## config.mk

```make
export PLATFORM = sky130hd
export DESIGN_NAME = wb_stage_pipe_flat
export DESIGN_NICKNAME = d
export VERILOG_FILES = /design/src/rtl/wb_stage_pipe_pkg.sv /design/src/rtl/wb_stage_pipe_if.sv /design/src/rtl/wb_skid_buf.sv /design/src/rtl/wb_stage_pipe.sv /design/src/flat_wrapper.sv
export SDC_FILE = /design/constraint.sdc
export NUM_CORES = 1
export LEC_CHECK = 0
export CAP_MARGIN = 10
export CORE_ASPECT_RATIO = 0.6
export CORE_MARGIN = 2
export CORE_UTILIZATION = 50
export DETAILED_ROUTE_END_ITERATION = 10
export GPL_TIMING_DRIVEN = 0
export PLACE_DENSITY = 0.83
export SLEW_MARGIN = 10
export SYNTH_ARGS = -nofsm -noshare
export SYNTH_HDL_FRONTEND = slang
export SYNTH_HIERARCHICAL = 1
export SYNTH_SLANG_ARGS = --single-unit
```

## constraint.sdc

```tcl
create_clock -name clk -period 5.9 [get_ports clk]
set_input_delay 0.885 -clock clk [delete_from_list [all_inputs] [get_ports clk]]
set_output_delay 0.885 -clock clk [all_outputs]
set_load 0.005 [all_outputs]
```

## src/rtl/wb_stage_pipe_pkg.sv

```systemverilog
// Shared types and default widths for the writeback stage.
package wb_pkg;

  typedef enum logic [1:0] {
    EMPTY = 2'd0,
    ONE   = 2'd1,
    TWO   = 2'd2
  } wb_state_t;

  localparam int DATA_W_DEF  = 16;
  localparam int RADDR_W_DEF = 3;
  localparam int CNT_W_DEF   = 16;

endpackage

```

## src/rtl/wb_stage_pipe_if.sv

```systemverilog
// Memory-stage to writeback-stage result handshake (valid/ready plus result fields).
interface wb_stage_pipe_if #(
  parameter int DATA_W  = wb_pkg::DATA_W_DEF,
  parameter int RADDR_W = wb_pkg::RADDR_W_DEF
);
  logic               mem_valid;
  logic               mem_ready;
  logic [DATA_W-1:0]  mem_alu_res;
  logic [DATA_W-1:0]  mem_load_data;
  logic               mem_sel_load;
  logic [RADDR_W-1:0] mem_rd;
  logic               mem_wr_en;

  modport master (
    output mem_valid, mem_alu_res, mem_load_data, mem_sel_load, mem_rd, mem_wr_en,
    input  mem_ready
  );

  modport slave (
    input  mem_valid, mem_alu_res, mem_load_data, mem_sel_load, mem_rd, mem_wr_en,
    output mem_ready
  );
endinterface

```

## src/rtl/wb_skid_buf.sv

```systemverilog
// Two-entry in-order buffer with EMPTY/ONE/TWO FSM; entry 0 is always the head.
// Ready is low when full or in reset; the tail port exists only with WB_FWD_EN.
module wb_skid_buf
  import wb_pkg::*;
#(
  parameter int ENT_W = 20
) (
  input  logic             clk,
  input  logic             reset,
  input  logic             push,
  input  logic             pop,
  input  logic             flush,
  input  logic [ENT_W-1:0] in_ent,
  output wb_state_t        state,
  output logic             ready,
  output logic [ENT_W-1:0] head
`ifdef WB_FWD_EN
  ,
  output logic [ENT_W-1:0] tail
`endif
);

  logic [ENT_W-1:0] ent0;
  logic [ENT_W-1:0] ent1;
  logic             rdy_q;

  always_ff @(posedge clk) begin
    if (!reset) begin
      state <= EMPTY;
      ent0  <= '0;
      ent1  <= '0;
      rdy_q <= 1'b1;
    end else if (flush) begin
      state <= EMPTY;
      ent0  <= '0;
      ent1  <= '0;
      rdy_q <= 1'b1;
    end else begin
      case (state)
        EMPTY: begin
          if (push) begin
            ent0  <= in_ent;
            state <= ONE;
          end
        end
        ONE: begin
          case ({push, pop})
            2'b10: begin
              ent1  <= in_ent;
              state <= TWO;
              rdy_q <= 1'b0;
            end
            2'b01: begin
              ent0  <= '0;
              state <= EMPTY;
            end
            // Head retires and the incoming result takes its place.
            2'b11: ent0 <= in_ent;
            default: ;
          endcase
        end
        TWO: begin
          if (pop) begin
            ent0  <= ent1;
            ent1  <= '0;
            state <= ONE;
            rdy_q <= 1'b1;
          end
        end
        default: begin
          state <= EMPTY;
          rdy_q <= 1'b1;
        end
      endcase
    end
  end

  assign ready = reset & rdy_q;
  assign head  = ent0;
`ifdef WB_FWD_EN
  assign tail  = ent1;
`endif

endmodule

```

## src/rtl/wb_stage_pipe.sv

```systemverilog
// Writeback stage: result mux, 2-deep buffer, register-file retire, retire counter, optional bypass (WB_FWD_EN).
// Write appears one cycle after capture into an empty buffer; stalls on rf_busy, mem_ready drops when full.
module wb_stage_pipe
  import wb_pkg::*;
#(
  parameter int DATA_W  = DATA_W_DEF,
  parameter int RADDR_W = RADDR_W_DEF,
  parameter int CNT_W   = CNT_W_DEF
) (
  input  logic               clk,
  input  logic               reset,
  wb_stage_pipe_if.slave     mem,
  input  logic               flush,
  input  logic               rf_busy,
  output logic               rf_we,
  output logic [RADDR_W-1:0] rf_waddr,
  output logic [DATA_W-1:0]  rf_wdata,
  output logic [DATA_W-1:0]  ans_wb,
  output logic [CNT_W-1:0]   retire_cnt,
  output logic               fwd_valid,
  output logic [RADDR_W-1:0] fwd_addr,
  output logic [DATA_W-1:0]  fwd_data
);

  typedef struct packed {
    logic [DATA_W-1:0]  data;
    logic [RADDR_W-1:0] rd;
    logic               wr_en;
  } ent_t;

  localparam int ENT_W = $bits(ent_t);

  ent_t      in_ent;
  ent_t      head;
  wb_state_t state;
  logic      buf_ready;
  logic      push;
  logic      pop;

  always_comb begin
    in_ent       = '0;
    in_ent.data  = mem.mem_sel_load ? mem.mem_load_data : mem.mem_alu_res;
    in_ent.rd    = mem.mem_rd;
    in_ent.wr_en = mem.mem_wr_en;
  end

  assign mem.mem_ready = buf_ready;
  assign push = mem.mem_valid & buf_ready & ~flush;
  // Gating with reset keeps a mid-operation reset from leaking a write.
  assign pop  = reset & (state != EMPTY) & ~rf_busy & ~flush;

`ifdef WB_FWD_EN
  ent_t tail;
`endif

  wb_skid_buf #(
    .ENT_W (ENT_W)
  ) u_buf (
    .clk    (clk),
    .reset  (reset),
    .push   (push),
    .pop    (pop),
    .flush  (flush),
    .in_ent (in_ent),
    .state  (state),
    .ready  (buf_ready),
    .head   (head)
`ifdef WB_FWD_EN
    ,
    .tail   (tail)
`endif
  );

  assign rf_we    = pop & head.wr_en & (head.rd != '0);
  assign rf_waddr = rf_we ? head.rd   : '0;
  assign rf_wdata = rf_we ? head.data : '0;

  always_ff @(posedge clk) begin
    if (!reset) begin
      ans_wb     <= '0;
      retire_cnt <= '0;
    end else begin
      if (rf_we) ans_wb <= rf_wdata;
      if (pop)   retire_cnt <= retire_cnt + CNT_W'(1);
    end
  end

`ifdef WB_FWD_EN
  // Youngest writing entry wins, so the tail is considered before the head.
  always_comb begin
    fwd_valid = 1'b0;
    fwd_addr  = '0;
    fwd_data  = '0;
    if (state == TWO && tail.wr_en && tail.rd != '0) begin
      fwd_valid = 1'b1;
      fwd_addr  = tail.rd;
      fwd_data  = tail.data;
    end else if (state != EMPTY && head.wr_en && head.rd != '0) begin
      fwd_valid = 1'b1;
      fwd_addr  = head.rd;
      fwd_data  = head.data;
    end
  end
`else
  assign fwd_valid = 1'b0;
  assign fwd_addr  = '0;
  assign fwd_data  = '0;
`endif

endmodule

```

## src/flat_wrapper.sv

```systemverilog
// flat-port wrapper written by rule: the top's interface ports become plain ports
module wb_stage_pipe_flat import wb_pkg::*;
#(
  parameter int DATA_W  = DATA_W_DEF,
  parameter int RADDR_W = RADDR_W_DEF,
  parameter int CNT_W   = CNT_W_DEF
)
  (clk, reset, flush, rf_busy, rf_we, rf_waddr, rf_wdata, ans_wb, retire_cnt, fwd_valid, fwd_addr, fwd_data, mem_mem_valid, mem_mem_alu_res, mem_mem_load_data, mem_mem_sel_load, mem_mem_rd, mem_mem_wr_en, mem_mem_ready);
  wb_stage_pipe_if #(.DATA_W(DATA_W), .RADDR_W(RADDR_W)) mem_i ();
  input  logic clk;
  input  logic reset;
  input  logic flush;
  input  logic rf_busy;
  output logic rf_we;
  output logic [RADDR_W-1:0] rf_waddr;
  output logic [DATA_W-1:0] rf_wdata;
  output logic [DATA_W-1:0] ans_wb;
  output logic [CNT_W-1:0] retire_cnt;
  output logic fwd_valid;
  output logic [RADDR_W-1:0] fwd_addr;
  output logic [DATA_W-1:0] fwd_data;
  input wire logic [$bits(mem_i.mem_valid)-1:0] mem_mem_valid;
  input wire logic [$bits(mem_i.mem_alu_res)-1:0] mem_mem_alu_res;
  input wire logic [$bits(mem_i.mem_load_data)-1:0] mem_mem_load_data;
  input wire logic [$bits(mem_i.mem_sel_load)-1:0] mem_mem_sel_load;
  input wire logic [$bits(mem_i.mem_rd)-1:0] mem_mem_rd;
  input wire logic [$bits(mem_i.mem_wr_en)-1:0] mem_mem_wr_en;
  output wire logic [$bits(mem_i.mem_ready)-1:0] mem_mem_ready;
  assign mem_i.mem_valid = mem_mem_valid;
  assign mem_i.mem_alu_res = mem_mem_alu_res;
  assign mem_i.mem_load_data = mem_mem_load_data;
  assign mem_i.mem_sel_load = mem_mem_sel_load;
  assign mem_i.mem_rd = mem_mem_rd;
  assign mem_i.mem_wr_en = mem_mem_wr_en;
  assign mem_mem_ready = mem_i.mem_ready;
  wb_stage_pipe #(.DATA_W(DATA_W), .RADDR_W(RADDR_W), .CNT_W(CNT_W)) u_core (.clk(clk), .reset(reset), .mem(mem_i), .flush(flush), .rf_busy(rf_busy), .rf_we(rf_we), .rf_waddr(rf_waddr), .rf_wdata(rf_wdata), .ans_wb(ans_wb), .retire_cnt(retire_cnt), .fwd_valid(fwd_valid), .fwd_addr(fwd_addr), .fwd_data(fwd_data));
endmodule
```

# After elaboration in Yosys (flattened, before gate mapping)
# Index checks and enable logic that the tools add are counted.
totals:
  register_bits: 75
  in_bits: 42
  elab_cells: 56
classes:
  addsub: 1
  n_eq_ne: 10
  mux: 17
  bitwise_logic: 12
  reduce_logical: 10
ops:
  columns: ["operator", "n"]
  rows:
  - ["$mux W20", 4]
  - ["$pmux W20 S2", 2]
  - ["$pmux W20 S3", 1]
  - ["$mux W16", 2]
  - ["$add A16 B1 Y16 const B", 1]
  - ["$reduce_and A3 Y1", 3]
  - ["$and A1 B1 Y1", 8]
  - ["$eq A2 B2 Y1 const B", 3]
  - ["$pmux W2 S3", 1]
  - ["$reduce_bool A3 Y1", 2]
  - ["$eq A2 B1 Y1 const B", 2]
  - ["$mux W2", 2]
  - ["$ne A2 B2 Y1 const B", 2]
  - ["$not A1 Y1", 4]
  - ["$pmux W2 S2", 1]
  - ["$reduce_and A4 Y1", 1]
  - ["$reduce_bool A2 Y1", 2]
  - ["$mux W3", 1]
  - ["$ne A3 B1 Y1 const B", 1]
  - ["$ne A3 B2 Y1 const B", 1]
  - ["$pmux W1 S3", 1]
  - ["$logic_not A2 Y1", 1]
  - ["$mux W1", 2]
  - ["$ne A2 B1 Y1 const B", 1]
  - ["$reduce_or A2 Y1", 1]

# Logic depth before layout (Yosys ltp)
logic_depth:
  ltp_word: 7
  depth_mapped: 9
  mapped_depth_nobuf: 7

# Modules after synthesis
# Netlist, hierarchy kept.
by_module_without_submodules:
  columns: ["mod", "instances", "cells_each", "area_each_um2", "seq_area_each_um2"]
  rows:
  - ["wb_skid_buf", 1, 217, 2193.4, 860.8]
  - ["wb_stage_pipe", 1, 201, 1813.0, 640.6]

# Worst setup path before layout
# No wires, ideal clock.
synth_timing:
  path_type: "input port to output port"
  from: "input port reset"
  to: "output port rf_waddr[0]"
  arrival_ns: 2.162
  slack_ns: 2.853
  stages: 5
  path_buffers: 2
  path_cell_list: "buf_4 or3b_1 buf_4 nor2_1 and3_1"
synth_via:
  elab_chain_cells: 6
synth_lines:
  columns: ["element", "line_no", "text"]
  rows:
  - ["start: declaration", "flat_wrapper.sv:11", "input logic reset;"]
  - ["$and A1 B1 Y1 (3 in a row)", "wb_stage_pipe.sv:50", "assign pop = reset & (state != EMPTY) & ~rf_busy & ~flush;"]
  - ["named net u_core.pop", "wb_stage_pipe.sv:38", "logic pop;"]
  - ["$and A1 B1 Y1 (2 in a row)", "wb_stage_pipe.sv:74", "assign rf_we = pop & head.wr_en & (head.rd != '0);"]
  - ["$mux W3", "wb_stage_pipe.sv:75", "assign rf_waddr = rf_we ? head.rd : '0;"]
  - ["end: declaration", "flat_wrapper.sv:15", "output logic [RADDR_W-1:0] rf_waddr;"]
# The timed path passes the listed nets, and every way through them passes these cells.

# Worst setup path after layout
layout_timing:
  from: "input port reset"
  to: "output port rf_waddr[2]"
# Same word-level chain as after synthesis.

==> metrics.txt <==
outcome=finished clean; Sequential Area=roughly 1500 µm²; final hold violations=0; number of H-tree levels=3; max cap viols=0; Netlist Area Pre-Place=roughly 4000 µm²; Core Footprint=7820 µm²; Synth Area per Inst=roughly 9.6 µm²; Required @ worst endpoint=approximately 5 ns; P per Cell Area=about 220 nW/µm²; Syn Inst Count=roughly 420; Post-CTS Hold Buffers=0; Fin Clk Skew=0.004835 ns; Fill cells=595; wirelength, routed=about 10000 µm; Setup TNS=0 ns; # IOs=approximately 120; antenna violations before repair=0; die area=around 8800 µm²; Die H=73.34 µm; share of post-route cells with drive strength above 1=between 10% and 20%; grt total ovfl=0; critical path peak fanout=12; area grow syn2layout=36.60%; Synth top area share=37.48%; minimum clock period=~4.5 ns; I/O Buffers=93; commonest non-fill, non-tap cells in the layout=clkdlybuf4s50_1 (93), dfxtp_1 (75), nor2_1 (56); drt wl/cell=roughly 16 µm; Crit path arrival time=roughly 3.6 ns; clock slew at reported path FFs=approximately 0.06 ns; largest net degree at the start of global routing=14; # Post-CTS Setup Buffers=0; Tightest Pin Transition=roughly 0.81 ns; sequential fraction of the synthesis area=between 30% and 40%; TritonCTS Buffers=9; top_reg_cell synth=dfxtp_1; Post-CTS Resized=0; initial core utilization=approximately half; final antenna-violating net count=0; fin nets=between 500 and 600; TritonCTS clock tree=yes; Worst setup EP type=output pin; Synth cell types=53; RSZ-0062 raised after global routing=no; drt drc=0; Die Width=about 120 µm; Clk Latency, worst-skew pair=between 0.3 and 0.4 ns; first-pass GRT wire length=16290 µm; final setup fails=0; Async S/R FF share, synth=0%; Synth Register Bits=between 70 and 80; Final Slew Violations=0; HPWL Detailed=roughly 8000 µm; Util after Layout=a little over two thirds; CTS root buffer=clkbuf_16; worst vdd ir=around 0.00016 V; most area-hungry cell type in the Yosys netlist=dfxtp_1; cell leakage power=approximately 2.1 nW; Via-to-Cell Ratio=5.182; Hold Path Class=flop to flop; Synth area leaders=dfxtp_1 (37%), a221oi_2 (7.5%), mux2i_1 (6.0%), nor2_1 (5.2%), mux2_2 (4.5%); RePlAce Congestion=0.8231; Ys Warns=6; num rows=25; # diodes=0; commonest non-fill, non-tap cell in the layout=clkdlybuf4s50_1; critical path startpoint category=primary input; vias after detailed routing=roughly 3400; Detailed Route Iter0 Violations=roughly 300; final worst path period share=about three quarters; CTS Sinks=75; clock tree buffer depth=2; number of global-route vias before repair=about 3300; area of the multi-input gates=2203 µm²; Crit Path Class=primary input to output pin; worst rel slew slack=a little under half; GR Util All Layers=23.96%; fmax=222.7 MHz; number of flops mapped to enable cells by yosys=0; drt first pass iters=5
==> worst max-delay path: stages <==
cell and delay [ns]:
clkdlybuf4s50_1 0.59, buf_4 0.20, or3b_1 0.35, buf_4 0.19, nor2_1 0.63, and3_1 0.27, clkdlybuf4s50_1 0.50
==> state kept, by name (all words and copies together) (netlist names) <==
| signal | cells |
|---|---|
| u_core/ans_wb | 16 |
| u_core/retire_cnt | 16 |
| u_core/u_buf/ent1 | 20 |
| u_core/u_buf/head | 20 |
| u_core/u_buf/rdy_q | 1 |
| u_core/u_buf/state | 2 |
==> area by class of cell <==
type	count	area share, %
Timing Repair Buffer	93	17.01
Inverter	6	0.4115
Multi-Input combinational cell	309	40.26
Clock buffer	11	4.435
Sequential cell	75	27.43
Clock inverter	5	1.578
Tap cell	108	2.469
Buffer	47	6.401
==> per-stage QoR <==
| step | total power [mW] | area, µm² | hold slack [ns] | instances | worst slack [ns] |
|---|---|---|---|---|---|
| floorplan | 0.6004 | 4078 | 0.4457 | 437 | 2.853 |
| global placement | 0.6424 | 5144 | 0.4383 | 638 | 1.553 |
| detailed placement | 0.6466 | 5144 | 0.4452 | 638 | 1.466 |
| CTS | 1.234 | 5473 | 0.4527 | 654 | 1.433 |
| global route | 1.272 | 5473 | 0.4712 | 654 | 1.308 |
| finish | 1.228 | 5473 | 0.4529 | 654 | 1.410 |
==> power by group <==
group          internal [mW]  switching, mW
Combinational         0.0656         0.0579
Clock                  0.384          0.205
Sequential             0.512        0.00374
Total                  0.961          0.267
==> cell families after synthesis <==
group / Yosys count / synth area share [%]
AOI/OAI and AO/OA: 74 / 16.71
xor gates and xnor gates: 9 / 1.968
adders and majority gates: 7 / 2.186
buffers and inverters: 53 / 9.307
DFF: 75 / 37.48
muxes: 40 / 10.49
other: 1 / 0.09360
and+or+nand+nor: 159 / 21.77
==> worst paths after layout <==
kind	startpoint	endpoint	slack [ns]	depth (start not counted)
setup / recovery	reset	rf_waddr[2]	1.41	7
hold / removal	u_core/ans_wb[10]	u_core/ans_wb[10]	0.45	2
setup reg to reg	u_core/u_buf/state[1]	u_core/u_buf/head[9]	3.44	7
hold reg to reg	u_core/ans_wb[10]	u_core/ans_wb[10]	0.45	2
==> cell usage after synthesis, types with 2 or more instances <==
| master | instances |
|---|---|
| dfxtp_1 | 75 |
| nor2_1 | 56 |
| nand2_1 | 27 |
| mux2i_1 | 24 |
| buf_4 | 22 |
| a221oi_2 | 20 |
| o21ai_1 | 20 |
| and2_1 | 19 |
| and2b_1 | 19 |
| mux2_2 | 16 |
| o21bai_1 | 16 |
| clkbuf_1 | 10 |
| xnor2_1 | 9 |
| buf_6 | 7 |
| ha_1 | 7 |
| inv_1 | 6 |
| buf_2 | 5 |
| nand2b_1 | 5 |
| nand3_1 | 5 |
| nor3_1 | 5 |
| and3_1 | 4 |
| nor2b_1 | 3 |
| o211ai_1 | 3 |
| a21oi_1 | 2 |
| buf_12 | 2 |
| nand2b_4 | 2 |
| nand4_1 | 2 |
| o21ai_0 | 2 |
==> routing by layer <==
metal	track usage [%]	up-vias	part of all wire (%)
li1	-	1650	-
met1	32.93	1573	48
met2	38.16	155	44
met3	5.901	11	7.5
met4	6.405	0	0.72
met5	0	-	0
No activity file was read; power rests on OpenSTA's default activity.
